--- src/rtl/controlador_rpn.sv ---
// Turns button levels into single-cycle stack strobes and tracks depth/error state; push 2 cycles, op latch 1, execute LATENCIA_ULA+2 (edge cycle counted).
// No backpressure: button edges seen outside IDLE, and all but the highest-priority edge in IDLE, are dropped.
module controlador_rpn #(
    parameter int PROFUNDIDADE = 4,
    parameter int LATENCIA_ULA = 2
) (
    input  logic       clk,
    input  logic       rst,
    input  logic       btn_numero,
    input  logic       btn_operacao,
    input  logic       btn_executar,
    input  logic [2:0] op_in,
    input  logic       limpar,
    output logic       entrada_numero,
    output logic       entrada_operacao,
    output logic       executar,
    output logic [2:0] operacao,
    output logic [2:0] profundidade,
    output logic       ocupado,
    output logic [1:0] erro_pilha,
    output logic [2:0] estado
);

    typedef enum logic [2:0] {
        IDLE     = 3'd0,
        PUSH     = 3'd1,
        WAIT_ULA = 3'd2,
        EXEC     = 3'd3,
        ERRO     = 3'd4
    } estado_t;

    estado_t    state_q, state_d;
    logic [7:0] cnt_q, cnt_d;
    logic [2:0] prof_q, prof_d;
    logic [1:0] erro_q, erro_d;
    logic [2:0] op_q, op_d;
    logic       op_valida_q, op_valida_d;
    logic       num_q, num_d, opr_q, opr_d, exe_q, exe_d;
    logic       ocupado_q, ocupado_d;
    logic       prev_num_q, prev_opr_q, prev_exe_q;
    logic       edge_num, edge_opr, edge_exe, go_exec;

    assign edge_num = btn_numero   & ~prev_num_q;
    assign edge_opr = btn_operacao & ~prev_opr_q;
    assign edge_exe = btn_executar & ~prev_exe_q;

    always_comb begin
        state_d     = state_q;
        cnt_d       = cnt_q;
        prof_d      = prof_q;
        erro_d      = erro_q;
        op_d        = op_q;
        op_valida_d = op_valida_q;
        num_d       = 1'b0;
        opr_d       = 1'b0;
        exe_d       = 1'b0;
        go_exec     = 1'b0;
        case (state_q)
            IDLE: begin
                if (edge_num) begin
                    if (prof_q == 3'(PROFUNDIDADE)) begin
                        state_d = ERRO;
                        erro_d  = 2'b01;
                    end else begin
                        state_d = PUSH;
                        num_d   = 1'b1;
                        prof_d  = prof_q + 3'd1;
                    end
                end else if (edge_opr) begin
                    op_d        = op_in;
                    opr_d       = 1'b1;
                    op_valida_d = 1'b1;
                end else if (edge_exe) begin
                    if (!op_valida_q) begin
                        state_d = ERRO;
                        erro_d  = 2'b11;
                    end else if (prof_q < 3'd2) begin
                        state_d = ERRO;
                        erro_d  = 2'b10;
                    end else if (LATENCIA_ULA > 0) begin
                        state_d = WAIT_ULA;
                        cnt_d   = 8'd0;
                    end else begin
                        go_exec = 1'b1;
                    end
                end
            end
            PUSH: state_d = IDLE;
            WAIT_ULA: begin
                if (cnt_q == 8'(LATENCIA_ULA - 1)) go_exec = 1'b1;
                else cnt_d = cnt_q + 8'd1;
            end
            EXEC: state_d = IDLE;
            ERRO: begin
                if (limpar) begin
                    state_d = IDLE;
                    erro_d  = 2'b00;
                end
            end
            default: state_d = IDLE;
        endcase
        // Strobe and depth change are registered together so executar coincides with EXEC.
        if (go_exec) begin
            state_d     = EXEC;
            exe_d       = 1'b1;
            prof_d      = prof_q - 3'd1;
            op_valida_d = 1'b0;
        end
        ocupado_d = (state_d != IDLE);
    end

    always_ff @(posedge clk or negedge rst) begin
        if (!rst) begin
            state_q     <= IDLE;
            cnt_q       <= 8'd0;
            prof_q      <= 3'd0;
            erro_q      <= 2'b00;
            op_q        <= 3'd0;
            op_valida_q <= 1'b0;
            num_q       <= 1'b0;
            opr_q       <= 1'b0;
            exe_q       <= 1'b0;
            ocupado_q   <= 1'b0;
            prev_num_q  <= 1'b0;
            prev_opr_q  <= 1'b0;
            prev_exe_q  <= 1'b0;
        end else begin
            state_q     <= state_d;
            cnt_q       <= cnt_d;
            prof_q      <= prof_d;
            erro_q      <= erro_d;
            op_q        <= op_d;
            op_valida_q <= op_valida_d;
            num_q       <= num_d;
            opr_q       <= opr_d;
            exe_q       <= exe_d;
            ocupado_q   <= ocupado_d;
            prev_num_q  <= btn_numero;
            prev_opr_q  <= btn_operacao;
            prev_exe_q  <= btn_executar;
        end
    end

    assign entrada_numero   = num_q;
    assign entrada_operacao = opr_q;
    assign executar         = exe_q;
    assign operacao         = op_q;
    assign profundidade     = prof_q;
    assign ocupado          = ocupado_q;
    assign erro_pilha       = erro_q;
    assign estado           = state_q;

endmodule

--- config.mk ---
export PLATFORM = sky130hd
export DESIGN_NAME = controlador_rpn
export DESIGN_NICKNAME = d
export VERILOG_FILES = /design/src/rtl/controlador_rpn.sv
export SDC_FILE = /design/constraint.sdc
export NUM_CORES = 1
export LEC_CHECK = 0
export ABC_AREA = 1
export CAP_MARGIN = 15
export CORE_ASPECT_RATIO = 1.75
export CORE_MARGIN = 2
export CORE_UTILIZATION = 55
export DETAILED_ROUTE_END_ITERATION = 8
export HOLD_SLACK_MARGIN = 0.08
export PLACE_DENSITY = 0.83
export RECOVER_POWER = 100
export SETUP_SLACK_MARGIN = 0.3
export SLEW_MARGIN = 10
export SYNTH_ARGS = -nofsm -noshare
export SYNTH_HDL_FRONTEND = slang
export SYNTH_SLANG_ARGS = --single-unit
--- constraint.sdc ---
create_clock -name clk -period 4.1 [get_ports clk]
set_input_delay 1.025 -clock clk [delete_from_list [all_inputs] [get_ports clk]]
set_output_delay 1.025 -clock clk [all_outputs]
set_load 0.02 [all_outputs]
# Yosys cells after proc, flatten, opt, wreduce, memory -nomap -nowiden
# Index checks and enable logic that the tools add are counted.
# word_totals
output_inout_bits,15
in_bits,9
wordCells,94
reg_bits,27
# classes
n_lt_le_gt_ge,1
n_reduce_logical,12
eq_ne,17
n_mux,41
add_sub_neg,3
bitwise,7
# ops
operator,n
8-bit 2-to-1 mux,6
3-bit 2-to-1 mux,12
"2-bit != test, second input constant",8
8-bit one-hot mux with 2 select lines,1
2-bit 2-to-1 mux,7
1-bit 2-to-1 mux,13
2-bit nonzero test,5
"3-bit != test, second input constant",3
3-bit one-hot mux with 3 select lines,1
3-bit AND reduction,3
"8-bit by 1-bit adder with 8-bit output, second input constant",1
"8-bit by 1-bit equality test with 1-bit output, second input constant",1
7-bit AND reduction,1
"3-bit equality test, second input constant",2
6-bit AND reduction,1
"4-bit != test, second input constant",1
1-bit NOT,4
2-bit one-hot mux with 2 select lines,1
"3-bit by 1-bit adder with 3-bit output, second input constant",1
1-bit bitwise AND,3
"3-bit by 2-bit equality test with 1-bit output, second input constant",1
3-bit zero test,1
"3-bit by 2-bit less-than comparator with 1-bit output, second input constant",1
3-bit nonzero test,1
other kinds (2),2

# Logic depth before layout (Yosys ltp)
# Gate-level depths: netlist of run 1.
# depth
ltp_word,9
ltp_mapped,12
mapped_depth_nobuf,12

# Least setup slack after synthesis of run 1
# OpenSTA, ideal clock, no wires.
# synth_path
path_kind,input -> register
start,input port btn_numero
end,register cnt_q[1]
stages,8
setup_ns,0.126
setup_slack_ns,2.283
arrival_ns,1.691
path_cell_list,inv_1 > nor2_4 > inv_1 > nand2_1 > o21ai_0 > nand2_2 > nand2_1 > o21ai_0
# synth_via
elab_chain_cells,3
# synth_lines
element,line,text
start: declaration,9,"input logic btn_numero,"
1-bit bitwise AND,43,assign edge_num = btn_numero & ~prev_num_q;
2-bit != test (no line),--,
7-bit AND reduction (no line),--,
end signal: assignment,129,cnt_q <= cnt_d;
end: declaration,33,"logic [7:0] cnt_q, cnt_d;"
# No other way between the ends.
# A chain may end at the register's enable or synchronous reset.

# Final worst setup path of run 1
# layout_path
start,register prof_q[1] (netlist: profundidade[1])
end,output port profundidade[1]
# layout_rtl
element,line,text
start: declaration,34,"logic [2:0] prof_q, prof_d;"
start signal: assignment,130,prof_q <= prof_d;
end: declaration,18,"output logic [2:0] profundidade,"
# No word-level cell between the ends.

==> results.sh, run 1 <==
export IMPL_outcome="completed"
export IMPL_grt_overflow=0
export IMPL_reg2regPathDepth=10
export IMPL_synthArstFlopShare_pct=100
export IMPL_finalCriticalPeriod_ps=2470
export IMPL_worst_pin_slew_ps=1400
export IMPL_dieArea_um2=2920
export IMPL_fmax_mhz=404
export IMPL_max_cap_viol_count=0
export IMPL_rows=24
export IMPL_hold_class="reg2reg"
export IMPL_cts_htree_levels=1
export IMPL_fin_cells=227
export IMPL_routabilityCongestion=0.864
export IMPL_place_inst=223
export IMPL_syn_area_per_cell_um2=7.93
export IMPL_via_per_inst=5.18
export IMPL_die_w_um=41.7
export IMPL_cp_num_buf_inv=1
export IMPL_layout_drive_gt1_share_pct=5.97
export IMPL_ant_nets=0
export IMPL_yosysTopAreaCellShare_pct=49.3
export IMPL_yosys_warnings=0
export IMPL_synth_enable_flop_cells=0
export IMPL_n_antenna_cell=0
export IMPL_tritoncts="done"
export IMPL_grt_first_pass_wirelength_mm=5.13
export IMPL_crit_family="buffers and inverters"
export IMPL_dr_pass1_iters=4
export IMPL_slew_violations=0
export IMPL_cts_resized=0
export IMPL_setup_viol=0
export IMPL_syn2layout_area_growth_pct=21.4
export IMPL_finalCritPeriodShare_pct=60.4
export IMPL_grt_usage_pct=22.5
export IMPL_power_density_nw_per_um2=636
export IMPL_syn_nets=185
export IMPL_hpwl_mm=2.28
export IMPL_clock_path_buffers=2
export IMPL_synthDistinctLibCells=24
export IMPL_clk_latency_ps=280
export IMPL_antenna_found_initial=0
export IMPL_clkSinkCount=27
export IMPL_critPathLaunchType="register"
export IMPL_cp_cell_sequence="dlygate4sd3_1"
export IMPL_cp_required_ps=3070
export IMPL_syn_inst=173
export IMPL_ir_drop_mv=0.394
export IMPL_arrival_ps=1450
export IMPL_crit_path_end_kind="output port"
export IMPL_ioPinCount=24
export IMPL_skew_ps=11.3
export IMPL_vias=1175
export IMPL_crit_fanout=5
export IMPL_clkTransAtPathRegs_ps=90
export IMPL_cts_setup_buffers=0
export IMPL_synth_commonest_cells="62 x nand2_1, 27 x dfrtp_1, 24 x inv_1"
export IMPL_grt_pass1_vias=1254
export IMPL_synth_area_leader_cell="dfrtp_1"
export IMPL_fp_coreArea_um2=2430
export IMPL_cp_slowest_cell="dlygate4sd3_1"
export IMPL_synthesis_area_um2=1370
export IMPL_numPortBuffers=23
export IMPL_numCtsBuffers=3
export IMPL_hold_viol=0
export IMPL_fin_tns_setup_ps=0
export IMPL_utilization_pct=68.4
export IMPL_synth_seq_cells=27
export IMPL_grt_max_degree=28
export IMPL_nNetsFinal=214
export IMPL_cp_depth=1
export IMPL_grt_setup_unrepaired="no"
export IMPL_ys_top_cells_by_area="dfrtp_1 49%, nand2_1 17%, inv_1 6.6%"
export IMPL_synth_flop_cell="dfrtp_1"
export IMPL_avgRoutedWirePerCell_um=12.6
export IMPL_wirelength_mm=2.87
export IMPL_start_util_pct=56.4
export IMPL_postCtsHoldBufs=0
export IMPL_relSlewSlack_pct=6.89
export IMPL_cpPeakStageDelay_ps=710
export IMPL_cellLeakagePower_nw=0.895
export IMPL_whs_ps=479
export IMPL_ys_seq_area_share_pct=49.3
export IMPL_drc_errors=0
export IMPL_synth_most_common_cell="nand2_1"
export IMPL_critPathKind="reg2out"
export IMPL_die_y_um=70.1
export IMPL_clockRootBuffer="clkbuf_8"
export IMPL_hold_depth=2
export IMPL_first_iter_violations=19
state kept, by name, summed over array words and instances (netlist names):
signal,flops
op_valida_q,1
erro_pilha,2
prev_exe_q,1
entrada_numero,1
operacao,3
prev_opr_q,1
executar,1
estado,3
ocupado,1
cnt_q,8
prev_num_q,1
profundidade,3
entrada_operacao,1
kinds of logic after synthesis:
logic type                 synth area share, %
buffers and inverters                     7.12
xor gates and xnor gates                 0.639
DFF                                       49.3
adders and majority gates                 3.28
and+or+nand+nor                           34.9
AOI/OAI and AO/OA                         4.84
worst paths after layout:
check | from | endpoint | slack (ps)
min reg2reg | erro_pilha[0]$_DFFE_PN0P_ | erro_pilha[0]$_DFFE_PN0P_ | 480
min in group asynchronous | rst | executar$_DFF_PN0_ | 1590
max | profundidade[1]$_DFFE_PN0P_ | profundidade[1] | 1630
max reg2reg | cnt_q[0]$_DFFE_PN0P_ | profundidade[2]$_DFFE_PN0P_ | 2320
min | erro_pilha[0]$_DFFE_PN0P_ | erro_pilha[0]$_DFFE_PN0P_ | 480
max in group asynchronous | rst | cnt_q[2]$_DFFE_PN0P_ | 1680
per-stage QoR:
step,setup slack (ps),cell area (um2),power (mW)
floorplan,2280,1370,0.739
global placement,1700,1640,0.925
detailed placement,1710,1640,0.950
CTS,1680,1690,1.10
global route,1240,1660,1.14
finish,1630,1660,1.06
cells in the final DEF, fill, tap and decap left out, types with 2 or more instances in the layout:
master	count
nand2_1	64
o21ai_0	9
nor2_1	13
inv_1	25
or2_2	3
nand3b_1	3
ha_1	2
dfrtp_1	27
clkdlybuf4s50_1	4
dlygate4sd3_1	19
nand3_1	15
clkbuf_8	3
tightest hold or removal path, cell delays in order (launching register included):
cell	delay, ps
dfrtp_1	350
nand2_1	50
nand2_1	50
cell type report:
| class | count | area (um2) |
|---|---|---|
| clock inverter | 1 | 5.00 |
| sequential | 27 | 676 |
| clock buffer | 3 | 41.3 |
| fill | 198 | 768 |
| multi-input combinational | 120 | 578 |
| tap | 26 | 32.5 |
| inverter | 26 | 97.6 |
| timing repair buffer | 24 | 234 |
power by group:
part	leakage, nW	internal (mW)	switching (mW)
logic	0.526	0.184	0.296
registers	0.343	0.350	0.0786
clock network	0.0255	0.0682	0.0818
total	0.895	0.601	0.456
layer usage:
metal	vias to the layer above	track usage, %	wire length [um]
li1	588	-	-
met1	550	23.7	1060
met4	0	11.1	100
met2	26	42.5	1630
met5	-	0	0
met3	11	2.07	85
(Power assumes the default switching activity.)
==> run 2, diff against run 1 <==
--- a/config.mk
+++ b/config.mk
@@ -9,10 +9,10 @@
 export CAP_MARGIN = 15
 export CORE_ASPECT_RATIO = 1.75
 export CORE_MARGIN = 2
-export CORE_UTILIZATION = 55
+export CORE_UTILIZATION = 51
 export DETAILED_ROUTE_END_ITERATION = 8
 export HOLD_SLACK_MARGIN = 0.08
-export PLACE_DENSITY = 0.83
+export PLACE_DENSITY = 0.78
 export RECOVER_POWER = 100
 export SETUP_SLACK_MARGIN = 0.3
 export SLEW_MARGIN = 10
==> constraint.sdc (replaced) <==
create_clock -name clk -period 2.4 [get_ports clk]
set_input_delay 0.6 -clock clk [delete_from_list [all_inputs] [get_ports clk]]
set_output_delay 0.6 -clock clk [all_outputs]
set_load 0.02 [all_outputs]
==> run 2 against run 1 <==
  * Cell count unchanged
  * Flip-flop and latch count unchanged
  * Sequential power up 70%
  * Critical endpoint is now profundidade[1]$_DFFE_PN0P_
  * Clock-buffer cell count up 1
  * Largest power group unchanged
  * Non-clock buffer count unchanged
  * Worst setup slack worse by 1200 ps
  * Combinational power up 65%
  * Worst hold slack better by 4.4 ps
  * Clock skew down 9.7 ps
  * Clock power up 71%
  * Die area up 7.2%
  * Global-route usage down 2.4 points
==> results.sh, run 2 (synthesis gave the netlist of run 1 again) <==
export IMPL_top_register="cnt_q"
export IMPL_numCtsBuffers=3
export IMPL_largest_register_ffs=8
export IMPL_reg2reg_from="estado[0]$_DFF_PN0_"
export IMPL_via_per_inst=5.04
export IMPL_tritoncts="done"
export IMPL_grt_pass1_vias=1159
export IMPL_slew_violations=0
export IMPL_cp_required_ps=2550
export IMPL_finalCriticalPeriod_ps=2020
export IMPL_avgRoutedWirePerCell_um=12.3
export IMPL_setup_viol=0
export IMPL_grt_setup_unrepaired="no"
export IMPL_crit_path_start="estado[0]$_DFF_PN0_"
export IMPL_worstHoldStart="erro_pilha[1]$_DFFE_PN0P_"
export IMPL_cellLeakagePower_nw=0.895
export IMPL_critPathLaunchType="register"
export IMPL_syn2layout_area_growth_pct=20.3
export IMPL_cts_setup_buffers=0
export IMPL_finalCritPeriodShare_pct=84.3
export IMPL_clockRootBuffer="clkbuf_8"
export IMPL_drc_errors=0
export IMPL_clkSinkCount=27
export IMPL_dr_pass1_iters=4
export IMPL_cp_depth=8
export IMPL_setup_worst_path_end="profundidade[1]$_DFFE_PN0P_"
export IMPL_cp_slowest_cell="fa_1"
export IMPL_n_antenna_cell=0
export IMPL_layout_drive_gt1_share_pct=5.47
export IMPL_die_y_um=72.6
export IMPL_grt_usage_pct=20.1
export IMPL_clkTransAtPathRegs_ps=90
export IMPL_dieArea_um2=3140
export IMPL_routabilityCongestion=0.857
export IMPL_relSlewSlack_pct=70.5
export IMPL_r2r_end="profundidade[1]$_DFFE_PN0P_"
export IMPL_cp_cell_sequence="inv_1, nand2_2, nor2_2, nand3_1, inv_1, fa_1, nand2_1, o21ai_0"
export IMPL_antenna_found_initial=0
export IMPL_rows=24
export IMPL_start_util_pct=54.4
export IMPL_cpPeakStageDelay_ps=420
export IMPL_critPathKind="reg2reg"
export IMPL_path_common_cell="inv_1"
export IMPL_grt_max_degree=28
export IMPL_fin_tns_setup_ps=0
export IMPL_wirelength_mm=2.79
export IMPL_crit_path_end_kind="register"
export IMPL_rrSetupSlack_ps=380
export IMPL_fp_coreArea_um2=2520
export IMPL_worst_pin_slew_ps=441
export IMPL_max_cap_viol_count=0
export IMPL_hold_class="reg2reg"
export IMPL_numPortBuffers=23
export IMPL_cp_num_buf_inv=2
export IMPL_fin_cells=227
export IMPL_arrival_ps=2180
export IMPL_power_density_nw_per_um2=1080
export IMPL_skew_ps=1.69
export IMPL_cts_resized=0
export IMPL_mostFrequentLayoutCell="nand2_1"
export IMPL_whs_ps=484
export IMPL_postCtsHoldBufs=0
export IMPL_ant_nets=0
export IMPL_final_cell_mix="64 x nand2_1, 27 x dfrtp_1, 25 x inv_1"
export IMPL_nNetsFinal=214
export IMPL_clock_path_buffers=2
export IMPL_ioPinCount=24
export IMPL_cts_htree_levels=1
export IMPL_ir_drop_mv=0.579
export IMPL_fmax_mhz=494
export IMPL_clk_latency_ps=270
export IMPL_vias=1144
export IMPL_hpwl_mm=2.18
export IMPL_outcome="completed"
export IMPL_first_iter_violations=31
export IMPL_crit_fanout=10
export IMPL_crit_family="simple AND/OR/NAND/NOR gates"
export IMPL_grt_overflow=0
export IMPL_hold_viol=0
export IMPL_place_inst=223
export IMPL_die_w_um=43.2
export IMPL_grt_first_pass_wirelength_mm=4.86
export IMPL_reg2regPathDepth=8
run 2: cell types whose count changed in the layout (fill, tap and decap cells not counted), sizes merged:
| cell | delta |
|---|---|
| clkinv | -1 |
| buf | +1 |
run 2: how the worst min path moves through the flow:
| stage | to | slack, ps | depth (start not counted) |
|---|---|---|---|
| 3_3_place_gp | erro_pilha[0]$_DFFE_PN0P_ | 460 | 2 |
| 3_5_place_dp | erro_pilha[0]$_DFFE_PN0P_ | 480 | 2 |
| 5_1_grt | operacao[1]$_DFFE_PN0P_ | 520 | 2 |
| 2_1_floorplan | cnt_q[0]$_DFFE_PN0P_ | 300 | 0 |
| 4_1_cts | erro_pilha[0]$_DFFE_PN0P_ | 500 | 2 |
| 6_report | erro_pilha[1]$_DFFE_PN0P_ | 480 | 2 |
run 2: stage by stage:
stage          worst slack, ps  total power [mW]  util (%)  cell area, um2
2_1_floorplan              724              1.26         -            1370
6_report                   378              1.77      65.4            1650
3_5_place_dp               351              1.61      65.1            1640
3_3_place_gp               390              1.58      65.1            1640
5_1_grt                    232              1.92      65.4            1650
4_1_cts                    432              1.86      66.9            1690
run 2: area by class of cell:
class	instances	area [um2]
multi-input cells	120	561
clock buffers	4	45.0
repair buffers	24	238
inverters	26	97.6
flip-flops and latches	27	676
fillers	219	873
well taps	26	32.5
run 2: worst reg2reg max path: cells and delay by family (launching register included):
family                   cells  cell delay, ps
adder cells (fa/ha/maj)      1             420
AO/OA/AOI/OAI                1              80
flip-flops                   1             380
AND/OR/NAND/NOR              4             760
buffers and inverters        2             260
run 2: routing by layer:
metal	share of wire, %	GRT usage, %	vias to the layer above
li1	-	-	590
met1	41	21.7	532
met2	55	38.8	18
met3	1.9	2.23	4
met4	1.5	7.07	0
met5	0	0	-
run 2: report_power, final:
part	leakage (nW)	total [mW]	switching (mW)	internal (mW)
Clock	0.0228	0.257	0.138	0.119
Combinational	0.529	0.789	0.478	0.311
Sequential	0.343	0.729	0.132	0.597
